[config.mk]
export PLATFORM = sky130hd
export DESIGN_NAME = fifo_drain_framer
export DESIGN_NICKNAME = d
export VERILOG_FILES = /design/src/rtl/digitizer_stream_pkg.sv /design/src/rtl/fifo_rd_skid.sv /design/src/rtl/fifo_drain_framer.sv
export SDC_FILE = /design/constraint.sdc
export NUM_CORES = 1
export LEC_CHECK = 0
export BUFFER_PORTS_ARGS = -buffer_cell sky130_fd_sc_hd__buf_4
export CORE_ASPECT_RATIO = 1.5
export CORE_UTILIZATION = 55
export DETAILED_ROUTE_END_ITERATION = 10
export GPL_ROUTABILITY_DRIVEN = 0
export PLACE_DENSITY = 0.76
export SYNTH_ARGS = -nofsm -noshare
export SYNTH_HDL_FRONTEND = slang
export SYNTH_HIERARCHICAL = 1
export SYNTH_SLANG_ARGS = --single-unit
[constraint.sdc]
create_clock -name clk -period 6 [get_ports clk]
set_input_delay 0.9 -clock clk [delete_from_list [all_inputs] [get_ports clk]]
set_output_delay 0.9 -clock clk [all_outputs]
set_load 0.02 [all_outputs]
[src/rtl/digitizer_stream_pkg.sv]
// Shared types and trailer layout for the acquisition-FIFO drain/framer path.
package digitizer_stream_pkg;

  typedef enum logic [1:0] {
    IDLE    = 2'd0,
    PAYLOAD = 2'd1,
    TRAILER = 2'd2
  } state_t;

  localparam int TRL_MAGIC_LSB = 24;
  localparam int TRL_SEQ_LSB   = 16;
  localparam int TRL_LEN_LSB   = 0;

  localparam logic [7:0] DEFAULT_MAGIC = 8'hA5;

  // Trailer word layout: magic 31:24, sequence 23:16, payload length 15:0.
  function automatic logic [31:0] build_trailer(input logic [7:0]  magic,
                                                 input logic [7:0]  seq,
                                                 input logic [15:0] len);
    logic [31:0] w;
    w = '0;
    w[TRL_MAGIC_LSB +: 8] = magic;
    w[TRL_SEQ_LSB   +: 8] = seq;
    w[TRL_LEN_LSB   +: 16] = len;
    return w;
  endfunction

endpackage

[src/rtl/fifo_rd_skid.sv]
// Read-latency tracker plus small skid FIFO that absorbs words already requested
// from the non-FWFT FIFO while the downstream stream is stalled.
module fifo_rd_skid #(
  parameter int DATA_W     = 32,
  parameter int RD_LATENCY = 1
) (
  input  logic              clk,
  input  logic              reset_n,
  input  logic              rd_en,
  input  logic [DATA_W-1:0] fifo_q,
  input  logic              pop,
  output logic [DATA_W-1:0] head_data,
  output logic              head_valid,
  output logic              credit,
  output logic              drained
);

  localparam int DEPTH = RD_LATENCY + 1;
  localparam int CW    = 3;

  logic [RD_LATENCY-1:0] pipe;
  logic [DATA_W-1:0]     mem [4];
  logic [1:0]            wr_ptr;
  logic [1:0]            rd_ptr;
  logic [CW-1:0]         count;
  logic [CW-1:0]         in_flight;
  logic                  capture;
  logic                  do_pop;

  assign capture    = pipe[RD_LATENCY-1];
  assign head_valid = (count != '0);
  assign head_data  = mem[rd_ptr];
  assign do_pop     = pop && head_valid;
  assign drained    = !head_valid && (in_flight == '0);

  always_comb begin
    in_flight = '0;
    for (int i = 0; i < RD_LATENCY; i++) begin
      in_flight = in_flight + CW'(pipe[i]);
    end
  end

  // A slot freed by this cycle's pop may be reused, which keeps one word per cycle flowing.
  assign credit = (count + in_flight) < (CW'(DEPTH) + CW'(do_pop));

  always_ff @(posedge clk) begin
    if (!reset_n) begin
      pipe   <= '0;
      wr_ptr <= '0;
      rd_ptr <= '0;
      count  <= '0;
    end else begin
      pipe[0] <= rd_en;
      for (int i = 1; i < RD_LATENCY; i++) begin
        pipe[i] <= pipe[i-1];
      end
      if (capture) begin
        wr_ptr <= wr_ptr + 2'd1;
      end
      if (do_pop) begin
        rd_ptr <= rd_ptr + 2'd1;
      end
      count <= count + CW'(capture) - CW'(do_pop);
    end
  end

  always_ff @(posedge clk) begin
    if (capture) begin
      mem[wr_ptr] <= fifo_q;
    end
  end

endmodule

[src/rtl/fifo_drain_framer.sv]
// Drains the acquisition FIFO and emits payload beats followed by one trailer beat
// (magic, sequence, length) per frame on a valid/ready stream.
module fifo_drain_framer
  import digitizer_stream_pkg::*;
#(
  parameter int         DATA_W      = 32,
  parameter int         MAX_LEN     = 256,
  parameter int         RD_LATENCY  = 1,
  parameter logic [7:0] MAGIC       = DEFAULT_MAGIC,
  parameter int         TIMEOUT_CYC = 1024
) (
  input  logic              clk,
  input  logic              reset_n,
  input  logic              enable,
  input  logic              fifo_empty,
  input  logic [DATA_W-1:0] fifo_q,
  output logic              fifo_re,
  output logic [DATA_W-1:0] o_data,
  output logic              o_valid,
  input  logic              o_ready,
  output logic              o_last,
  output logic              busy,
  output logic [15:0]       frame_cnt
);

  state_t            state;
  state_t            state_nx;
  logic [15:0]       issued;
  logic [15:0]       sent;
  logic [31:0]       idle_cnt;
  logic [7:0]        seq;
  logic [DATA_W-1:0] head_data;
  logic              head_valid;
  logic              credit;
  logic              drained;
  logic              load_en;
  logic              pop;
  logic              trailer_load;
  logic              trailer_xfer;
  logic              close_cond;

  fifo_rd_skid #(
    .DATA_W     (DATA_W),
    .RD_LATENCY (RD_LATENCY)
  ) u_skid (
    .clk        (clk),
    .reset_n    (reset_n),
    .rd_en      (fifo_re),
    .fifo_q     (fifo_q),
    .pop        (pop),
    .head_data  (head_data),
    .head_valid (head_valid),
    .credit     (credit),
    .drained    (drained)
  );

  assign load_en      = !o_valid || o_ready;
  assign pop          = load_en && head_valid;
  assign trailer_xfer = o_valid && o_ready && o_last;
  // Once the trailer sits in the output register it must not be reloaded.
  assign trailer_load = (state == TRAILER) && load_en && !(o_valid && o_last);
  assign busy         = (state != IDLE);

  assign fifo_re = reset_n && (state == PAYLOAD) && enable && !fifo_empty &&
                   credit && (issued < 16'(MAX_LEN));

  assign close_cond = (issued == 16'(MAX_LEN)) ||
                      ((TIMEOUT_CYC != 0) && (idle_cnt == 32'(TIMEOUT_CYC))) ||
                      !enable;

  always_ff @(posedge clk) begin
    if (!reset_n) begin
      state <= IDLE;
    end else begin
      state <= state_nx;
    end
  end

  always_comb begin
    state_nx = state;
    case (state)
      IDLE: begin
        if (enable && !fifo_empty) begin
          state_nx = PAYLOAD;
        end
      end
      PAYLOAD: begin
        // Only close when nothing is pending, so no requested word is ever orphaned.
        if (drained && !fifo_re) begin
          if ((sent != 16'd0) && close_cond) begin
            state_nx = TRAILER;
          end else if (!enable && (sent == 16'd0)) begin
            state_nx = IDLE;
          end
        end
      end
      TRAILER: begin
        if (trailer_xfer) begin
          state_nx = IDLE;
        end
      end
      default: state_nx = IDLE;
    endcase
  end

  always_ff @(posedge clk) begin
    if (!reset_n) begin
      issued    <= '0;
      sent      <= '0;
      idle_cnt  <= '0;
      seq       <= '0;
      frame_cnt <= '0;
    end else begin
      if ((state == IDLE) && (state_nx == PAYLOAD)) begin
        issued   <= '0;
        sent     <= '0;
        idle_cnt <= '0;
      end else if (state == PAYLOAD) begin
        if (fifo_re) begin
          issued <= issued + 16'd1;
        end
        if (pop) begin
          sent     <= sent + 16'd1;
          idle_cnt <= '0;
        end else if (drained && !fifo_re && (idle_cnt < 32'(TIMEOUT_CYC))) begin
          idle_cnt <= idle_cnt + 32'd1;
        end
      end
      if (trailer_xfer) begin
        seq       <= seq + 8'd1;
        frame_cnt <= frame_cnt + 16'd1;
      end
    end
  end

  always_ff @(posedge clk) begin
    if (!reset_n) begin
      o_valid <= 1'b0;
      o_data  <= '0;
      o_last  <= 1'b0;
    end else if (load_en) begin
      if (pop) begin
        o_valid <= 1'b1;
        o_data  <= head_data;
        o_last  <= 1'b0;
      end else if (trailer_load) begin
        o_valid <= 1'b1;
        o_data  <= DATA_W'(build_trailer(MAGIC, seq, sent));
        o_last  <= 1'b1;
      end else begin
        o_valid <= 1'b0;
      end
    end
  end

endmodule
After elaboration in Yosys (flattened, before gate mapping)

Memories as Yosys holds them, arrays and structs flattened. A register that Yosys moved wholly into a read port is not among the register bits.
Cells that the tools add are included.

Register bits: 132
Bits in writable memories: 128
Input bits: 37
Memories kept: 1

Memory list:

| name       | depth | bits a word | read ports | clocked after memory_dff | wr ports | line               | source |
|---|---|---|---|---|---|---|---|
| u_skid.mem | 4     | 32          | 1          | 1                        | 1        | fifo_rd_skid.sv:22 | `logic [DATA_W-1:0] mem [4];` |

Add/subtract/negate cells: 10
Order comparisons: 3
Equal/unequal tests: 5
Mux-type cells: 18
Bitwise logic cells: 1
Reduce and logical (&&, ||, !) cells: 41

Operators by type and width:

| operator                                                     | count |
|---|---|
| 2-to-1 mux 32 bit                                            | 4 |
| adder 16 x 1 -> 16 bit, second input constant                | 3 |
| adder 32 x 1 -> 32 bit, second input constant                | 1 |
| equality test 32 x 11 -> 1 bit, second input constant        | 1 |
| less-than comparator 32 x 11 -> 1 bit, second input constant | 1 |
| logical AND 1 bit                                            | 19 |
| equality test 16 x 9 -> 1 bit, second input constant         | 1 |
| zero test 16 bit                                             | 1 |
| less-than comparator 16 x 9 -> 1 bit, second input constant  | 1 |
| nonzero test 16 bit                                          | 1 |
| 2-to-1 mux 2 bit                                             | 7 |
| adder 8 x 1 -> 8 bit, second input constant                  | 1 |
| AND reduction 2 bit                                          | 4 |
| zero test 1 bit                                              | 6 |
| 2-to-1 mux 1 bit                                             | 6 |
| case mux 2 bit (3 select lines)                              | 1 |
| nonzero test 2 bit                                           | 3 |
| adder 2 x 1 -> 2 bit, second input constant                  | 2 |
| equality test 2 x 1 -> 1 bit, second input constant          | 2 |
| adder 2 x 1 -> 3 bit, first input constant                   | 1 |
| adder 3 x 1 -> 3 bit                                         | 1 |
| zero test 3 bit                                              | 1 |
| logical OR 1 bit                                             | 3 |
| less-than comparator 3 bit                                   | 1 |
| 6 further kinds                                              | 6 |

Depth between registers and ports, before layout

Depth in word-level cells: 15
Mapped depth: 15
Mapped depth without buffers: 11

Modules after synthesis

The synthesis kept the hierarchy.

Modules (own cells, without submodules):

| module            | times used | cells an instance | area each (µm²) | seq. area each (µm²) |
|---|---|---|---|---|
| fifo_drain_framer | 1          | 588               | 5173.7          | 2482.4 |
| fifo_rd_skid      | 1          | 215               | 5171.2          | 4043.9 |

Least setup slack after synthesis

No wires, ideal clock.

Kind: input to output
Start point: input o_ready
End point: output fifo_re
Arrival: 2.902 ns
Data required time: 5.100 ns
Path slack: 2.198 ns
Stages on the path: 10
Path through: nand2b_1 > nand2_1 > clkinv_1 > clkbuf_1 > o31a_1 > ha_1 > o21a_1 > nand2_1 > or3_1 > nor3_1

Word-level cells in the longest chain between the ends: 7

RTL lines:

| item                       | line                    | source |
|---|---|---|
| from (decl)                | fifo_drain_framer.sv:20 | `input logic o_ready,` |
| logical OR 1 bit           | fifo_drain_framer.sv:57 | `assign load_en = !o_valid \|\| o_ready;` |
| logical AND 1 bit          | fifo_drain_framer.sv:58 | `assign pop = load_en && head_valid;` |
| via pop                    | fifo_drain_framer.sv:37 | `logic pop;` |
| logical AND 1 bit          | fifo_rd_skid.sv:33      | `assign do_pop = pop && head_valid;` |
| adder 2 x 1 -> 3 bit       | fifo_rd_skid.sv:44      | `assign credit = (count + in_flight) < (CW'(DEPTH) + CW'(do_pop));` |
| less-than comparator 3 bit | fifo_rd_skid.sv:44      |  |
| via credit                 | fifo_drain_framer.sv:34 | `logic credit;` |
| logical AND 1 bit          | fifo_drain_framer.sv:64 | `assign fifo_re = reset_n && (state == PAYLOAD) && enable && !fifo_empty &&` |
| logical AND 1 bit          | fifo_drain_framer.sv:65 | `credit && (issued < 16'(MAX_LEN));` |
| to (decl)                  | fifo_drain_framer.sv:17 | `output logic fifo_re,` |

The timed path passes the listed nets, and every way through them passes these cells.

Worst setup path after layout

Start point: register u_skid.count[2]
End point: output fifo_re

Word-level cells in the longest chain between the ends: 7
Elaborated cells on any way between the ends: 8
Those cells by class: 2 x add/sub; 1 x order compare; 5 x reduce/logical

RTL lines:

| item                         | line                    | source |
|---|---|---|
| from (decl)                  | fifo_rd_skid.sv:25      | `logic [CW-1:0] count;` |
| from (signal assigned)       | fifo_rd_skid.sv:63      | `count <= count + CW'(capture) - CW'(do_pop);` |
| nonzero test 3 bit *         | fifo_rd_skid.sv:31      | `assign head_valid = (count != '0);` |
| via head_valid               | fifo_drain_framer.sv:33 | `logic head_valid;` |
| logical AND 1 bit            | fifo_drain_framer.sv:58 |  |
| logical AND 1 bit *          | fifo_rd_skid.sv:33      |  |
| adder 2 x 1 -> 3 bit *       | fifo_rd_skid.sv:44      |  |
| less-than comparator 3 bit * | fifo_rd_skid.sv:44      |  |
| via credit                   | fifo_drain_framer.sv:34 |  |
| logical AND 1 bit *          | fifo_drain_framer.sv:64 |  |
| logical AND 1 bit *          | fifo_drain_framer.sv:65 |  |

Mark *: on every way through the listed nets, which the timed path passes. The rest lies on a longest branch.

==> flow_metrics.tcl <==
set metrics [dict create \
    use_met3_pct 2.849 \
    stdcell_area_um2 12070 \
    num_rows 61 \
    met1_usage_pct 26.69 \
    clock_latency_ns 0.51 \
    final_layout_size_suffix_gt1_share_pct 19.74 \
    finalMaxSlewViolations 0 \
    seqPwrFrac_pct 52.4 \
    io_buffers 88 \
    area_delta_synth_final_pct 16.70 \
    fin_setup_tns_ns 0 \
    drc 0 \
    viasPerCell 5.590 \
    utilization_pct 65.36 \
    whs_endpoint "issued[14]$_SDFFE_PP0P_" \
    htreeDepth 1 \
    startpoint_type "flop" \
    synthCells 803 \
    avgSynthCellArea_um2 12.88 \
    ys_types 56 \
    ios 89 \
    crit_family "simple AND/OR/NAND/NOR gates" \
    max_freq_ghz 0.2569 \
    cts_resized 0 \
    drt-initial-drc-count 377 \
    n_antenna_cell 0 \
    final_hold_viol_count 0 \
    total_leakage_power_nw 4.187 \
    synth-seq-cells 262 \
    antenna_found_initial 0 \
    slowest_delay_ns 0.42 \
    core_area_um2 18470 \
    gr-total-overflow 0 \
    dp_slack_ns 1.847 \
    synthMuxAreaShare_pct 7.716 \
    p_int_mw 2.888 \
    first_pass_iters 5 \
    synth-edff-count 128 \
    syn_area_um2 10340 \
    rsz0062_at_grt "no" \
    dpl.hpwl_mm 12.76 \
    vdd_drop_max_mv 0.3682 \
    yosysWarnings 6 \
    synth_nets 856 \
    p_sw_share_pct 19.60 \
    synth_top_area_share_pct 37.16 \
    dpl_cell_area_um2 11210 \
    total_power_mw 3.593 \
    cp_cell_sequence "or3_1 > nand2_1 > buf_4 > clkinv_1 > o31a_1 > ha_1 > o21a_1 > nand2_1 > or3_1 > nor3_1 > buf_4" \
    critPathCaptureType "output port" \
    final.min_clock_period_ns 3.893 \
    fin_nets 946 \
    numClockSinks 262 \
    setup_violations 0 \
    synth-xor-area-share_pct 3.604 \
    slew_headroom_pct 29.40 \
    clk_pin_slew_worst_paths_ns 0.06 \
    crit-reg2reg-capture "idle_cnt[7]$_SDFFE_PP0P_" \
    worst_slew_pin_slew_ns 1.055 \
    holdCritStartpoint "issued[14]$_SDFFE_PP0P_" \
    r2r-start "u_skid/count[1]$_SDFF_PN0_" \
    synth_top_cell_by_area "edfxtp_1" \
    cts_buffers 25 \
    path_buf_inv 3 \
    reg2reg_slack_ns 2.20 \
    cts_tree "done" \
    post-cts-setup-buffers 0 \
    synth_simple_gate_area_share_pct 15.03 \
    root_buffer "clkbuf_16" \
    grt_pass1_vias 6404 \
    crit_arrival_ns 2.99 \
    ys_async_sr_fraction_pct 0 \
    finalWorstSetupSlack_ns 2.107 \
    synth_top_family_by_area "simple AND/OR/NAND/NOR gates" \
    grtUsageTotal_pct 21.42 \
    p_per_area_nw_per_um2 297.6 \
    vias 6507 \
    timing.final.crit_share_pct 64.88 \
    status "complete, no violations" \
    slowest_stage "dfxtp_1" \
    die_w_um 114.0 \
    die-area_um2 19370 \
    cts_hold_buf 0 \
    die_h_um 170.0 \
    cp_max_fo 29 \
    use_met2_pct 38.10 \
    floorplan.initialDensity_pct 56.01 \
    clockPowerShare_pct 45.4 \
    ys_seq_area_share_pct 63.09 \
    max_cap_viol_count 0 \
    min_path_type "flop to flop" \
    synth_area_leaders "edfxtp_1 37%, dfxtp_1 26%, mux4_2 6.5%, nand2_1 3.0%, nor2_1 2.8%" \
    reg2reg_depth 12 \
    p_comb_share_pct 2.3 \
    synth_compound_area_share_pct 5.818 \
    synth_top_flop_cell "dfxtp_1" \
    crit_type "flop to output port" \
    crit_required_ns 5.10 \
    clockBufferDepth 3 \
    clock_skew_ns 0.01721 \
    power_switching_mw 0.7042 \
    grt_pass1_wl_mm 32.73 \
    top_usage_layer "met2" \
    ant_nets 0 \
    synthAdderAreaFrac_pct 1.935 \
    hold_depth 1 \
    wl_per_cell_um 17.26 \
    grt_max_degree 53 \
    drt-total-wl_mm 20.10 \
]
[registers in the layout, summed over array words and instances, names as in the netlist, 2 cells and up, named ones only]
register       count
state              2
issued            16
u_skid/count       3
u_skid/rd_ptr      2
seq                8
o_data            32
sent              16
frame_cnt         16
u_skid/mem       128
u_skid/wr_ptr      2
idle_cnt          32
[Yosys cell counts (all sizes together) (4+ instances only)]
cell and number:
mux4 32, nor3 12, nand4 17, or3 6, nor2b 6, a21oi 15, nand3 13, o21ai 9
inv 19, xnor2 24, clkbuf 25, or4 11, and4 8, nand2b 5, nor4 16, o31ai 6
and3 5, edfxtp 128, a22oi 4, nor2 77, a311oi 21, and2 35, xor2 16, o211a 4
mux2i 7, ha 16, o221a 4, buf 11, dfxtp 134, nand2 84
[power by group through the flow]
stage	Combinational, mW	Sequential [mW]	Clock [mW]
3_5_place_dp	0.0810	1.92	0
2_1_floorplan	0.0340	1.92	0
5_1_grt	0.0891	1.88	1.74
4_1_cts	0.0814	1.88	1.66
3_3_place_gp	0.0794	1.92	0
6_report	0.0809	1.88	1.63
[cell usage in the layout, fill, tap and decap left out, types with 8 or more instances in the layout]
cell type and count:
a21oi_1 14, a311oi_1 21, and2_1 35, and4_1 8, buf_4 99, clkbuf_16 25, dfxtp_1 133, edfxtp_1 128
ha_1 16, inv_1 20, mux4_2 30, nand2_1 84, nand3_1 13, nand4_1 17, nor2_1 77, nor3_1 12
nor4_1 16, o21ai_0 8, or4_1 10, xnor2_1 24, xor2_1 16
[worst max-delay path by stage]
stage	end	cells after the start	slack, ns	startpoint
final	fifo_re	11	2.11	u_skid/count[2]$_SDFF_PN0_
after global routing	fifo_re	11	1.91	u_skid/count[2]$_SDFF_PN0_
after CTS	fifo_re	11	2.13	u_skid/count[2]$_SDFF_PN0_
after detailed placement	idle_cnt[7]$_SDFFE_PP0P_	13	1.85	o_ready
after global placement	idle_cnt[7]$_SDFFE_PP0P_	13	1.94	o_ready
after floorplan	fifo_re	10	2.20	o_ready
[layout make-up]
type                       count  area (um2)
clock buffer                  32       681.9
clock inverter                14       182.7
fill                        1413        6397
inverter                      21       78.83
multi-input combinational    484        3543
sequential                   262        6528
tap                          252       315.3
timing repair buffer          99       743.2
[logic make-up after synthesis]
| logic type | after synthesis |
|---|---|
| and+or+nand+nor | 308 |
| DFF | 262 |
| AOI/OAI and AO/OA | 80 |
| buffers and inverters | 57 |
| xor gates and xnor gates | 41 |
| muxes | 39 |
| adders and majority gates | 16 |
[routing by layer]
metal | share of wire [%] | wire length [um]
met5 | 0 | 0
met4 | 2.7 | 550
met3 | 4.1 | 815
met2 | 52 | 10380
met1 | 42 | 8354
[per-stage QoR]
step / hold slack, ns / std cells
after CTS: 0.4635 / 1164
after global routing: 0.4710 / 1164
after floorplan: 0.4250 / 803
after global placement: 0.4440 / 1118
after detailed placement: 0.4444 / 1118
final: 0.4588 / 1164
No activity file was read; power rests on OpenSTA's default activity.
